[src/rtl/noc_traffic_gen.sv]
// Module: noc_traffic_gen
// NUM_CH independent flit injectors with LFSR-driven destinations, rate throttle and packet budget.
module noc_traffic_gen #(
    parameter int          BUS_WIDTH = 32,
    parameter int          NOC_SIZE  = 4,
    parameter int          LOC_X     = 0,
    parameter int          LOC_Y     = 0,
    parameter int          NUM_CH    = 5,
    parameter logic [15:0] SEED      = 16'hACE1
) (
    input  logic                          clk1,
    input  logic                          rst,
    input  logic                          enable,
    input  logic [1:0]                    mode,
    input  logic [7:0]                    rate,
    input  logic [$clog2(NOC_SIZE)-1:0]   fixed_x,
    input  logic [$clog2(NOC_SIZE)-1:0]   fixed_y,
    input  logic [15:0]                   pkt_limit,
    input  logic [NUM_CH-1:0]             bf_in,
    output logic [NUM_CH*BUS_WIDTH-1:0]   flit_out,
    output logic [NUM_CH-1:0]             flit_valid,
    output logic [NUM_CH*16-1:0]          sent_cnt,
    output logic                          done
);

    localparam int AW  = $clog2(NOC_SIZE);
    localparam int HW  = 1 + 4*AW;
    localparam int REP = (BUS_WIDTH - HW - 16) / 16 + 1;
    localparam logic [AW-1:0] LX = AW'(LOC_X);
    localparam logic [AW-1:0] LY = AW'(LOC_Y);
    localparam logic [BUS_WIDTH-1:0] LOW_MASK = {{HW{1'b0}}, {(BUS_WIDTH-HW){1'b1}}};

    typedef enum logic [1:0] {IDLE, RUN, HOLD, DONE} state_t;

    logic [NUM_CH-1:0] ch_done;

    // Payload is the LFSR repeated upward from bit 16; the header mask trims whatever overlaps it.
    function automatic logic [BUS_WIDTH-1:0] make_flit(input logic [AW-1:0] dx,
                                                       input logic [AW-1:0] dy,
                                                       input logic [15:0]   pl,
                                                       input logic [15:0]   sq);
        logic [REP*16+15:0] body;
        body = {{REP{pl}}, sq};
        return (BUS_WIDTH'(body) & LOW_MASK) | {1'b1, dx, dy, LX, LY, {(BUS_WIDTH-HW){1'b0}}};
    endfunction

    for (genvar c = 0; c < NUM_CH; c++) begin : g_ch
        localparam logic [15:0] SEED_MIX = SEED ^ 16'(16'h01D3 * (c + 1));
        localparam logic [15:0] SEED_C   = (SEED_MIX == 16'h0000) ? 16'h0001 : SEED_MIX;

        state_t                state, state_nx;
        logic [15:0]           lfsr, lfsr_step;
        logic [15:0]           cnt, cnt_nx, cnt_inc, seq, seq_nx;
        logic [BUS_WIDTH-1:0]  flit, flit_nx;
        logic                  vld, vld_nx, load_cfg, fire, xfer;
        logic [1:0]            mode_q;
        logic [7:0]            rate_q;
        logic [AW-1:0]         fx_q, fy_q, dst_x, dst_y;
        logic [15:0]           lim_q;

        assign lfsr_step = {1'b0, lfsr[15:1]} ^ (lfsr[0] ? 16'hB400 : 16'h0000);
        assign fire      = (lfsr[7:0] < rate_q) || (rate_q == 8'hFF);
        assign xfer      = vld && !bf_in[c];
        assign cnt_inc   = (cnt == 16'hFFFF) ? cnt : cnt + 16'd1;

        always_comb begin
            dst_x = fx_q;
            dst_y = fy_q;
            case (mode_q)
                2'd0: begin
                    dst_x = lfsr[AW-1:0];
                    dst_y = lfsr[2*AW-1:AW];
                    if (dst_x == LX && dst_y == LY) dst_x = dst_x + AW'(1);
                end
                2'd1: begin
                    dst_x = LY;
                    dst_y = LX;
                end
                default: ;
            endcase
        end

        always_comb begin
            state_nx = state;
            cnt_nx   = cnt;
            seq_nx   = seq;
            flit_nx  = flit;
            vld_nx   = vld;
            load_cfg = 1'b0;
            case (state)
                IDLE: if (enable) begin
                    state_nx = RUN;
                    cnt_nx   = '0;
                    load_cfg = 1'b1;
                end
                RUN: begin
                    if (!enable) state_nx = IDLE;
                    else if (lim_q != '0 && cnt == lim_q) state_nx = DONE;
                    else if (fire) begin
                        flit_nx  = make_flit(dst_x, dst_y, lfsr, seq);
                        vld_nx   = 1'b1;
                        state_nx = HOLD;
                    end
                end
                HOLD: if (xfer) begin
                    // A transfer frees the slot; reload on the same edge only if still eligible.
                    cnt_nx  = cnt_inc;
                    seq_nx  = seq + 16'd1;
                    flit_nx = '0;
                    vld_nx  = 1'b0;
                    if (!enable) state_nx = IDLE;
                    else if (lim_q != '0 && cnt_inc == lim_q) state_nx = DONE;
                    else if (fire) begin
                        flit_nx = make_flit(dst_x, dst_y, lfsr, seq + 16'd1);
                        vld_nx  = 1'b1;
                    end else state_nx = RUN;
                end
                DONE: if (!enable) state_nx = IDLE;
            endcase
        end

        always_ff @(posedge clk1 or negedge rst) begin
            if (!rst) begin
                state  <= IDLE;
                lfsr   <= SEED_C;
                cnt    <= '0;
                seq    <= '0;
                flit   <= '0;
                vld    <= 1'b0;
                mode_q <= '0;
                rate_q <= '0;
                fx_q   <= '0;
                fy_q   <= '0;
                lim_q  <= '0;
            end else begin
                state <= state_nx;
                cnt   <= cnt_nx;
                seq   <= seq_nx;
                flit  <= flit_nx;
                vld   <= vld_nx;
                if (state != IDLE) lfsr <= lfsr_step;
                if (load_cfg) begin
                    mode_q <= mode;
                    rate_q <= rate;
                    fx_q   <= fixed_x;
                    fy_q   <= fixed_y;
                    lim_q  <= pkt_limit;
                end
            end
        end

        assign flit_out[c*BUS_WIDTH +: BUS_WIDTH] = flit;
        assign flit_valid[c]                      = vld;
        assign sent_cnt[c*16 +: 16]               = cnt;
        assign ch_done[c]                         = (state == DONE);
    end

    always_ff @(posedge clk1 or negedge rst) begin
        if (!rst) done <= 1'b0;
        else      done <= &ch_done;
    end

endmodule

[config.mk]
export PLATFORM = sky130hd
export DESIGN_NAME = noc_traffic_gen
export DESIGN_NICKNAME = d
export VERILOG_FILES = /design/src/rtl/noc_traffic_gen.sv
export SDC_FILE = /design/constraint.sdc
export NUM_CORES = 1
export LEC_CHECK = 0
export BUFFER_PORTS_ARGS = -buffer_cell sky130_fd_sc_hd__buf_2
export CAP_MARGIN = 10
export CORE_UTILIZATION = 45
export CTS_BUF_LIST = sky130_fd_sc_hd__clkbuf_4
export DETAILED_ROUTE_END_ITERATION = 7
export PLACE_DENSITY = 0.78
export RECOVER_POWER = 100
export SYNTH_ARGS = -nofsm -noshare
export SYNTH_HDL_FRONTEND = slang
export SYNTH_SLANG_ARGS = --single-unit
[constraint.sdc]
create_clock -name clk1 -period 3.1 [get_ports clk1]
set_input_delay 0.155 -clock clk1 [delete_from_list [all_inputs] [get_ports clk1]]
set_output_delay 0.155 -clock clk1 [all_outputs]
set_load 0.01 [all_outputs]
==> flow_summary_export.csv <==
group,metric,value,unit
setup_path,start_kind,"register",
yosys,synth_fa_ha_area_share,2.099,%
cells_and_area,area_growth,19.08,%
yosys,synthesis.area,29800,µm²
placed_design,placed_cell_area,32940,µm²
global_route,grt_max_degree,91,
floorplanning,die-width,259.4,µm
yosys,synth_xor_area_share,6.406,%
setup_path,cp-end-kind,"register",
routing,drtIter0Drc,2845,
setup_path,critical_path_arrival,3.94,ns
cts,cts_sinks,541,
timing,min_period,3.014,ns
yosys,synth-compound-area-share,13.53,%
floorplanning,dieHeight,259.4,µm
floorplanning,start_util,45.90,%
cts,cts_buffers,151,
yosys,synthSimpleGateAreaFrac,24.98,%
yosys,ys_ff_latch,541,
routing,routed_via_density,5.681,
setup_path,path_delay_family,"simple AND/OR/NAND/NOR gates",
global_route,antenna_found_initial,4,
pwr,total_power,22250,µW
pwr,pwr_density_cell,626.8,nW/µm²
timing,final_max_slew_viol_count,604,
pwr,peakVddDrop,0.3791,mV
setup_path,crit_slowest_cell,"or4_4",
floorplanning,ios,284,
routing,dr.pass1.iters,6,
yosys,synth_top_area_share,41.56,%
cells_and_area,fin_nets,3978,
run_status,status,"finished with violations",
timing,fin_crit_sh,97.21,%
cts,tritoncts,"built",
yosys,ys_seq_area_share,45.62,%
floorplanning,coreArea,64930,µm²
global_route,grt_pass1_wl,144.0,mm
yosys,synth_cells,3396,
run,maxCapViolations,11,
setup_path,max_stage_delay,0.56,ns
routing,wl_per_cell,18.75,µm
floorplanning,die_area,67270,µm²
yosys,async_flop_share,100.0,%
cts,ctsHtreeMaxLevel,4,
cells_and_area,regArea,13600,µm²
placed_design,hpwl,62.36,mm
setup_path,rrSetupSlack,0.09,ns
pwr,seqPwrFrac,42.0,%
yosys,synth_top_family_by_area,"simple AND/OR/NAND/NOR gates",
pwr,switching_share,36.42,%
placed_design,place.gp.congestion,0.9331,
routing,finalWirelength,91.10,mm
setup_path,crit_buf_inv,1,
timing,rsz0062_at_grt,"yes",
yosys,synth_ff_type,"dfrtp_1",
yosys,yosys.area.top_type,"dfrtp_1",
yosys,synthTopCellsByArea,"dfrtp_1, nand2_1, dfstp_2, o21ai_0, xor2_1",
timing,worst_pin_slew,2.245,ns
global_route,grt-ovfl-total,0,
yosys,muxShareOfSynthArea,2.741,%
cts,insertion_delay,1.01,ns
pwr,intPower,14150,µW
setup_path,critPathKind,"register to register",
floorplanning,rows,93,
timing,hold_viol,0,
yosys,yosysWarningCount,0,
timing,max_freq,0.3318,GHz
placed_design,dp_slack,-0.1320,ns
yosys,yosys.cell_count.top_type,"nand2_1",
timing,setup_violations,0,
cts,cts_root_buf,"clkbuf_4",
setup_path,path_max_fanout,3,
cts,cts.path.max_buffers,3,
cells_and_area,final_util,54.66,%
timing,setup_ws,0.08637,ns
setup_path,path_cells,"ha_4 > and3_2 > nand3_1 > or3_4 > a221o_1 > a211o_1 > or4_4 > buf_4 > a21boi_2 > o221a_2",
yosys,synth_edf_count,0,
routing,num_vias,27600,
timing,worst_clock_skew,0.06256,ns
timing,slew_headroom,-49.69,%
pwr,switching_power,8102,µW
cells_and_area,fin_area,35490,µm²
routing,drtAntennaViolNets,0,
cells_and_area,drive_above_1_share,17.22,%
global_route,grt_pass1_vias,26490,
global_route,track_usage,26.99,%
run_status,violations,"max-capacitance violations, max-slew violations",
yosys,syn_avg_cell_area,8.776,µm²
pwr,comb_power_share,27.1,%
placed_design,portBuffers,263,
cells_and_area,fillers,6016,
min_path,min-delay-path-class,"input port to register",
pwr,p_leak,0.01609,µW
routing,drc,0,
yosys,netlist_top_cells_count,"nand2_1, dfrtp_1, nor2_1",
pwr,p_clk_share,31.0,%
setup_path,required,4.03,ns
cells_and_area,multi_input_area,15090,µm²
cts,path_clk_slew,0.06,ns
yosys,synthDistinctLibCells,89,
-- metrics by stage --
step / TNS (ns) / instances / hold slack (ns)
floorplan: 0 / 3415 / -0.1406
global placement: -0.1006 / 4504 / 0.1301
detailed placement: -0.9053 / 4504 / 0.1302
CTS: 0 / 4851 / 0.001235
global route: -0.07294 / 4858 / 0.02872
finish: 0 / 4858 / 0.1230
-- sequential cells by signal, summed over array words and instances (netlist names) --
signal       count
g_ch.flit      136
g_ch.lim_q      80
done             1
g_ch.lfsr       80
g_ch.seq        80
g_ch.state      10
g_ch.vld         4
g_ch.fy_q       10
g_ch.fx_q       10
g_ch.cnt        80
g_ch.mode_q     10
g_ch.rate_q     40
-- logic make-up (layout without fill, tap and decap cells) --
kind of cell               after synthesis  count (layout)
and+or+nand+nor                       1570            1570
AOI/OAI and AO/OA                      626             627
DFF                                    541             541
buffers and inverters                  315             900
xor gates and xnor gates               218             218
muxes                                   75              75
adders and majority gates               50              50
other                                    1              22
-- what timing repair did --
| item | in CTS | in global routing |
|---|---|---|
| hold endpoints to repair | 839 | 0 |
| endpoints found under the setup margin | 18 | 94 |
| buffers inserted | 1 | 5 |
| pin swaps | 2 | 5 |
| gates resized for setup | 3 | 23 |
| gates cloned | 1 | 0 |
| hold buffers | 81 | 0 |
-- layout make-up --
type | instances | area share [%]
multi-input cells | 2560 | 42.51
well taps | 855 | 3.014
diodes | 2 | 0.01410
inverters | 71 | 0.7509
repair buffers | 565 | 9.730
clock inverters | 38 | 0.8813
flip-flops and latches | 541 | 38.32
clock buffers | 226 | 4.780
-- routing by layer --
layer,global-route usage [%],vias to the layer above,part of all wire [%]
met5,0,-,0.019
met4,9.984,2,2.6
met3,5.702,193,7.0
met2,42.55,1040,47
met1,36.49,13390,43
li1,-,12970,-
-- power groups by stage --
stage	Sequential, µW	Combinational, µW	Clock [µW]
3_3_place_gp	9370	5810	0
4_1_cts	9300	6090	7070
5_1_grt	9450	6660	7460
2_1_floorplan	9210	3920	0
6_report	9340	6020	6890
3_5_place_dp	9410	5920	0
-- tightest hold or removal path, cell delays in order --
cell,delay (ns)
dlygate4sd3_1,0.53
buf_2,0.22
nand2_1,0.09
o21ai_0,0.07
-- layout by cell type, fill, tap and decap left out, types with 31 or more instances in the layout --
cell type / n
xor2_1: 111
nor3_1: 112
nand3_1: 174
nor2_1: 199
a31oi_1: 43
dfrtp_1: 491
o31ai_1: 37
nand2_1: 684
ha_1: 49
clkbuf_1: 211
nand4_1: 71
and3_1: 38
dlygate4sd3_1: 80
xnor2_1: 107
buf_2: 84
buf_4: 178
clkbuf_4: 227
o21ai_0: 197
mux2_2: 53
nor2b_1: 31
and2_1: 55
inv_1: 70
a21oi_1: 110
nor4_1: 60
dfstp_2: 46
o211ai_1: 38
-- path summary, 6_finish.rpt --
kind,startpoint,cells after the start,to
worst max-delay path,g_ch[2].cnt[0]$_DFFE_PN0P_,10,g_ch[2].state[0]$_DFFE_PN0P_
worst min-delay path,rate[6],4,g_ch[2].rate_q[6]$_DFFE_PN0P_
worst max register to register,g_ch[2].cnt[0]$_DFFE_PN0P_,10,g_ch[2].state[0]$_DFFE_PN0P_
worst min register to register,g_ch[4].lfsr[10]$_DFFE_PN1P_,2,g_ch[4].lfsr[10]$_DFFE_PN1P_
max in group asynchronous,rst,4,g_ch[2].fx_q[1]$_DFFE_PN0P_
min in group asynchronous,rst,4,g_ch[4].rate_q[2]$_DFFE_PN0P_
No activity file was read; power rests on OpenSTA's default activity.
